## src/rtl/timer_pkg.sv

```systemverilog
// Shared definitions for the memory-mapped countdown timer: FSM state
// encodings, register word offsets, CTRL field positions and the MODE value
// that selects auto-reload.
package timer_pkg;

    // Countdown FSM states
    typedef enum logic [1:0] {
        ST_IDLE = 2'd0,
        ST_LOAD = 2'd1,
        ST_CNT  = 2'd2,
        ST_INT  = 2'd3
    } timer_state_e;

    // Word offsets within the device window (addr[3:2] of the byte address)
    localparam logic [1:0] OFF_CTRL   = 2'd0;
    localparam logic [1:0] OFF_PRESET = 2'd1;
    localparam logic [1:0] OFF_COUNT  = 2'd2;

    // CTRL field positions
    localparam int CTRL_EN      = 0;
    localparam int CTRL_MODE_LO = 1;
    localparam int CTRL_MODE_HI = 2;
    localparam int CTRL_IM      = 3;
    localparam int CTRL_W       = 4;

    // MODE encoding that selects auto-reload; anything else is one-shot
    localparam logic [1:0] MODE_AUTO_DEFAULT = 2'd1;

endpackage

```

## src/rtl/timer_dev.sv

```systemverilog
// Memory-mapped countdown timer. Three word registers (CTRL, PRESET, COUNT),
// a four-state countdown FSM and a zero-latency read mux. A bus write to
// CTRL or PRESET pre-empts the FSM for that edge: it returns the FSM to IDLE,
// clears the pending interrupt and leaves COUNT untouched.
module timer_dev
    import timer_pkg::*;
#(
    parameter int         CNT_W     = 32,
    parameter logic [1:0] MODE_AUTO = MODE_AUTO_DEFAULT
) (
    input  logic        clk,
    input  logic        reset,
    input  logic [29:0] addr,
    input  logic        WE,
    input  logic [31:0] Din,
    output logic [31:0] Dout,
    output logic        IRQ
);

    localparam logic [CNT_W-1:0] CNT_ZERO = {CNT_W{1'b0}};
    localparam logic [CNT_W-1:0] CNT_ONE  = {{(CNT_W-1){1'b0}}, 1'b1};

    timer_state_e        state_q, state_d;
    logic [CTRL_W-1:0]   ctrl_q,  ctrl_d;
    logic [CNT_W-1:0]    preset_q, preset_d;
    logic [CNT_W-1:0]    count_q, count_d;
    logic                irq_q,   irq_d;

    logic                wr_ctrl_s;
    logic                wr_preset_s;
    logic                auto_mode_s;
    logic                unused_addr_s;

    // Only the word offset inside the device window is decoded
    assign unused_addr_s = ^addr[29:2];

    assign wr_ctrl_s   = WE && (addr[1:0] == OFF_CTRL);
    assign wr_preset_s = WE && (addr[1:0] == OFF_PRESET);
    assign auto_mode_s = (ctrl_q[CTRL_MODE_HI:CTRL_MODE_LO] == MODE_AUTO);

    // Interrupt mask only gates the output; the flag itself runs regardless
    assign IRQ = irq_q & ctrl_q[CTRL_IM];

    // State and register file, cleared asynchronously
    always_ff @(posedge clk or posedge reset) begin
        if (reset) begin
            state_q  <= ST_IDLE;
            ctrl_q   <= {CTRL_W{1'b0}};
            preset_q <= CNT_ZERO;
            count_q  <= CNT_ZERO;
            irq_q    <= 1'b0;
        end else begin
            state_q  <= state_d;
            ctrl_q   <= ctrl_d;
            preset_q <= preset_d;
            count_q  <= count_d;
            irq_q    <= irq_d;
        end
    end

    // Next-state logic: bus writes to CTRL/PRESET take priority over the FSM
    always_comb begin
        state_d  = state_q;
        ctrl_d   = ctrl_q;
        preset_d = preset_q;
        count_d  = count_q;
        irq_d    = irq_q;

        if (wr_ctrl_s || wr_preset_s) begin
            state_d = ST_IDLE;
            irq_d   = 1'b0;
            if (wr_ctrl_s) begin
                ctrl_d = Din[CTRL_W-1:0];
            end else begin
                preset_d = Din[CNT_W-1:0];
            end
        end else begin
            case (state_q)
                ST_IDLE: begin
                    if (ctrl_q[CTRL_EN]) begin
                        state_d = ST_LOAD;
                    end else begin
                        state_d = ST_IDLE;
                    end
                end
                ST_LOAD: begin
                    count_d = preset_q;
                    state_d = ST_CNT;
                end
                ST_CNT: begin
                    if (!ctrl_q[CTRL_EN]) begin
                        state_d = ST_IDLE;
                    end else if (count_q > CNT_ONE) begin
                        count_d = count_q - CNT_ONE;
                    end else begin
                        // Terminal count; never decrement below zero
                        count_d = CNT_ZERO;
                        irq_d   = 1'b1;
                        state_d = ST_INT;
                    end
                end
                ST_INT: begin
                    // Auto-reload keeps EN so IDLE re-enters LOAD next cycle
                    if (auto_mode_s) begin
                        irq_d = 1'b0;
                    end else begin
                        ctrl_d[CTRL_EN] = 1'b0;
                    end
                    state_d = ST_IDLE;
                end
                default: begin
                    state_d = ST_IDLE;
                end
            endcase
        end
    end

    // Zero-latency read mux; the unused offset reads zero
    always_comb begin
        Dout = 32'h0000_0000;
        case (addr[1:0])
            OFF_CTRL:   Dout = {{(32-CTRL_W){1'b0}}, ctrl_q};
            OFF_PRESET: Dout = preset_q;
            OFF_COUNT:  Dout = count_q;
            default:    Dout = 32'h0000_0000;
        endcase
    end

endmodule

```

## config.mk

```make
export PLATFORM = sky130hd
export DESIGN_NAME = timer_dev
export DESIGN_NICKNAME = d
export VERILOG_FILES = /design/src/rtl/timer_pkg.sv /design/src/rtl/timer_dev.sv
export SDC_FILE = /design/constraint.sdc
export NUM_CORES = 1
export LEC_CHECK = 0
export CORE_MARGIN = 3
export CORE_UTILIZATION = 45
export CTS_BUF_LIST = sky130_fd_sc_hd__clkbuf_4 sky130_fd_sc_hd__clkbuf_8
export DETAILED_ROUTE_END_ITERATION = 6
export GPL_TIMING_DRIVEN = 0
export PLACE_DENSITY = 0.74
export SETUP_SLACK_MARGIN = 0.4
export SLEW_MARGIN = 10
export SYNTH_ARGS = -nofsm -noshare
export SYNTH_HDL_FRONTEND = slang
export SYNTH_SLANG_ARGS = --single-unit
```

## constraint.sdc

```tcl
create_clock -name clk -period 6.14 [get_ports clk]
set_clock_uncertainty 0.15 [all_clocks]
set_input_delay 0.921 -clock clk [delete_from_list [all_inputs] [get_ports clk]]
set_output_delay 0.921 -clock clk [all_outputs]
set_load 0.01 [all_outputs]
```

# Word level (Yosys, flattened, before mapping)
# Index checks and enable logic that the tools add are counted.
[classes]
mux = 18
add_sub_neg = 1
n_bitwise = 3
reduce_logical = 13
n_eq_ne = 13
order_cmp = 1
[ops]
columns = ["cell", "count"]
rows = [
  ["case mux 32 bit (3 select lines)", 1],
  ["two-way mux 32 bit", 2],
  ["case mux 32 bit (2 select lines)", 1],
  ["greater-than comparator 32 x 1 -> 1 bit, second input constant", 1],
  ["subtractor 32 x 1 -> 32 bit, second input constant", 1],
  ["two-way mux 1 bit", 9],
  ["!= test 3 bit, second input constant", 3],
  ["case mux 2 bit (4 select lines)", 1],
  ["equality test 2 x 1 -> 1 bit, second input constant", 3],
  ["equality test 2 bit, second input constant", 3],
  ["two-way mux 2 bit", 3],
  ["AND reduction 3 bit", 2],
  ["logical NOT 2 bit", 2],
  ["!= test 2 bit, second input constant", 2],
  ["!= test 4 bit, second input constant", 1],
  ["AND reduction 2 bit", 2],
  ["AND reduction 4 bit", 1],
  ["nonzero test 2 bit", 2],
  ["nonzero test 3 bit", 1],
  ["logical AND 1 bit", 2],
  ["!= test 2 x 1 -> 1 bit, second input constant", 1],
  ["NOT 1 bit", 2],
  ["case mux 1 bit (2 select lines)", 1],
  ["bitwise AND 1 bit", 1],
  ["logical OR 1 bit", 1],
]
[totals]
inputBits = 65
out_inout_bits = 33
reg_bits = 71
elab_cells = 55

# Logic depth before layout (Yosys ltp)
[logic_depth]
ltp_word = 5
depth_mapped = 9

# Least setup slack after synthesis
# Ideal clock, no wire load.
[synth_timing]
kind = "in2out"
start = "input port addr[1]"
end = "output port Dout[10]"
path_buffers = 3
path_stages = 5
arrival_time_ns = 2.124
slack_ns = 2.945
path_cell_list = "clkbuf_1 nor2b_1 clkbuf_1 buf_1 a22o_1"
[synth_via]
elab_chain_cells = 2
elab_cells_between_ends = 4
classes_between = "eq/ne: 2; mux: 1; reduce/logical: 1"
[synth_rtl]
columns = ["element", "line", "rtl"]
rows = [
  ["from (decl)", "timer_dev.sv:13", "input logic [29:0] addr,"],
  ["equality test 2 bit, or another cell as far along", "timer_dev.sv:121", "case (addr[1:0])"],
  ["case mux 32 bit (3 select lines) (*)", "timer_dev.sv:121", ""],
  ["to (decl)", "timer_dev.sv:16", "output logic [31:0] Dout,"],
]
# Every way passes the cells marked *; elsewhere a longest branch is shown, timed or not.

# Final worst setup path
[layout_timing]
start = "input port addr[0]"
end = "output port Dout[25]"
# Same word-level chain as after synthesis.

==> impl_metrics.yaml <==
yosys:
  ys.flop_type: "dfrtp_1"
  seq_area_frac_synth: 0.4364
  ys_ff_latch: 71
  syn_area_per_cell_um2: 10.08
  yosysWarnings: 0
  synth_area_mm2: 0.004071
  ys_types: 54
  synth_async_sr_flop_share: 1.000
  synth_edf_count: 0
  netlist_instances: 404
  syn_nets: 473
clock_tree:
  postCtsSetupBuffers: 0
  post_cts_resized: 0
  clk_latency_ps: 360
  numCtsBuffers: 9
  cts-hold-fix-buffers: 0
  h-tree-depth: 3
  cts.sinks: 71
  clk_pin_slew_ps: 80
  cts_buffer_depth: 2
  cts_tree: "done"
  cts-root-buf: "clkbuf_8"
detailed_routing:
  drt_wl_total_um: 11900
  first_pass_iters: 6
  final_antenna_net_count: 0
  wire_per_inst_um: 19.94
  vias: 3748
  drtIter0Drc: 288
  vias_per_cell: 6.278
  drcViolationCount: 0
critical_path:
  r2r-start: "count_q[11]"
  cp-start-kind: "primary input"
  cp.required_ps: 5070
  critPathLaunch: "addr[0]"
  critPathKind: "in -> out"
  worstRegToRegCells: 6
  critPathArrivalTime_ps: 3480
  r2r_end: "count_q[8]"
  r2r_slack_ps: 3240
  path_max_fanout: 10
  crit_end: "Dout[25]"
  worstSetupEndpointType: "output port"
floorplanning:
  rows: 34
  die_width_um: 101.1
  start_util: 0.4646
  fp.dieH_um: 101.1
  ios: 98
  coreArea_mm2: 0.008763
  dieArea_mm2: 0.01023
place:
  hpwlAfterDp_um: 8348
  io_buffers: 68
  dpl_worst_slack_ps: 1662
  gp_congestion: 0.9021
global_route:
  grt_max_degree: 41
  grt_pass1_wl_um: 19060
  grt_usage: 0.2398
  overflow: 0
  first_global_vias: 3709
  antenna_found_initial: 0
layout:
  fillers: 776
  finalNetCount: 553
  drive_gt1_frac: 0.1431
  final_common_cell: "dfrtp_1"
  area_growth_syn_to_layout_pct: 24.62
  final_cell_mix: "dfrtp_1, clkdlybuf4s50_1, a22o_1, o21ai_0, mux2_2"
  diodes: 0
power:
  powerDensity_mw_per_mm2: 377.8
  vdd_drop_max_uv: 224.8
  total_leakage_power_nw: 2.050
timing:
  worst_pin_slew_ps: 915.8
  rsz0062_at_grt: "no"
  tns_ps: 0
  final_max_slew_viol_count: 0
  post-route-min-period_ps: 4553
  hold_violations: 0
  setup_viol: 0
  layout_setup_ws_ps: 1587
  fmax_mhz: 219.6
  fin_crit_sh: 0.7416
  maxSlewHeadroom: 0.3848
outcome:
  status: "finished clean"
flow_run:
  cap_violations: 0
min_path:
  hold_class: "reg -> reg"
[synth_stat cells (5+ instances only)]
master / n / area, µm²
a22o_1: 49 / 429.2
nor4_1: 12 / 75.07
or4_1: 5 / 37.54
or3_1: 5 / 31.28
inv_1: 18 / 67.56
a221o_1: 6 / 60.06
nor2_1: 15 / 56.30
nor2b_1: 6 / 37.54
dfrtp_1: 71 / 1777
nor3_1: 19 / 95.09
clkbuf_1: 22 / 82.58
o2bb2ai_1: 5 / 43.79
nand3_1: 8 / 40.04
buf_1: 5 / 18.77
nand2_1: 17 / 63.81
o21ai_0: 35 / 175.2
mux2_2: 34 / 382.9
[where the power goes]
| part | switching, W | internal [W] | leakage [nW] | total [W] |
|---|---|---|---|---|
| clock network | 0.000182 | 0.000152 | 0.0935 | 0.000335 |
| logic | 0.000426 | 0.000378 | 1.09 | 0.000804 |
| registers | 0.000165 | 0.000613 | 0.868 | 0.000778 |
| total | 0.000773 | 0.00114 | 2.05 | 0.00192 |
[metrics by stage]
stage	cells	total power [W]	area, µm²	hold slack, ps	util
final	597	0.001917	5074	379.2	0.5790
after global routing	597	0.002035	5074	417.1	0.5790
after CTS	597	0.001906	5074	378.4	0.5790
after detailed placement	581	0.001569	4910	357.5	0.5603
after global placement	580	0.001543	4887	347.0	0.5577
after floorplan	404	0.001284	4071	327.2	-
[state kept, by name, indices dropped and copies added (netlist names)]
register / cells
preset_q: 32
irq_q: 1
state_q: 2
ctrl_q: 4
count_q: 32
[logic make-up (layout without fill, tap and decap cells)]
family                   count (synthesis)  in the layout  share of synthesized area
buffers and inverters                   52            137                    0.05286
XOR/XNOR                                 1              1                   0.002152
flip-flops                              71             71                     0.4364
multiplexers                            38             38                     0.1039
AND/OR/NAND/NOR                        109            109                     0.1494
AO/OA/AOI/OAI                          129            129                     0.2431
adder cells (fa/ha/maj)                  4              4                    0.01229
[critical path, cell delays in order]
cell and delay (ps):
clkdlybuf4s50_1 520, nor2b_1 150, clkbuf_1 510, clkbuf_1 580, a22o_1 250, clkdlybuf4s50_1 540
[cell type report]
type | count | area [µm²] | area share
multi-input cells | 281 | 2079 | 0.4099
repair buffers | 69 | 700.7 | 0.1381
flip-flops and latches | 71 | 1777 | 0.3502
clock buffers | 11 | 138.9 | 0.02737
plain buffers | 34 | 147.6 | 0.02910
inverters | 18 | 70.07 | 0.01381
clock inverters | 5 | 25.02 | 0.004932
well taps | 108 | 135.1 | 0.02663
[worst min path at each step]
stage	endpoint	slack [ps]	cells after the start	start
2_1_floorplan	count_q[23]	330	2	preset_q[23]
3_3_place_gp	count_q[31]	350	1	count_q[31]
3_5_place_dp	count_q[31]	360	1	count_q[31]
4_1_cts	count_q[31]	380	1	count_q[31]
5_1_grt	count_q[31]	420	1	count_q[31]
6_report	count_q[31]	380	1	count_q[31]
[metal layers]
| metal | routed length [µm] | up-vias | track usage |
|---|---|---|---|
| li1 | - | 1710 | - |
| met1 | 5101 | 1803 | 0.3297 |
| met2 | 5339 | 194 | 0.3541 |
| met3 | 1083 | 41 | 0.06782 |
| met4 | 378 | 0 | 0.1022 |
| met5 | 0 | - | 0 |
No activity file was read; power rests on OpenSTA's default activity.
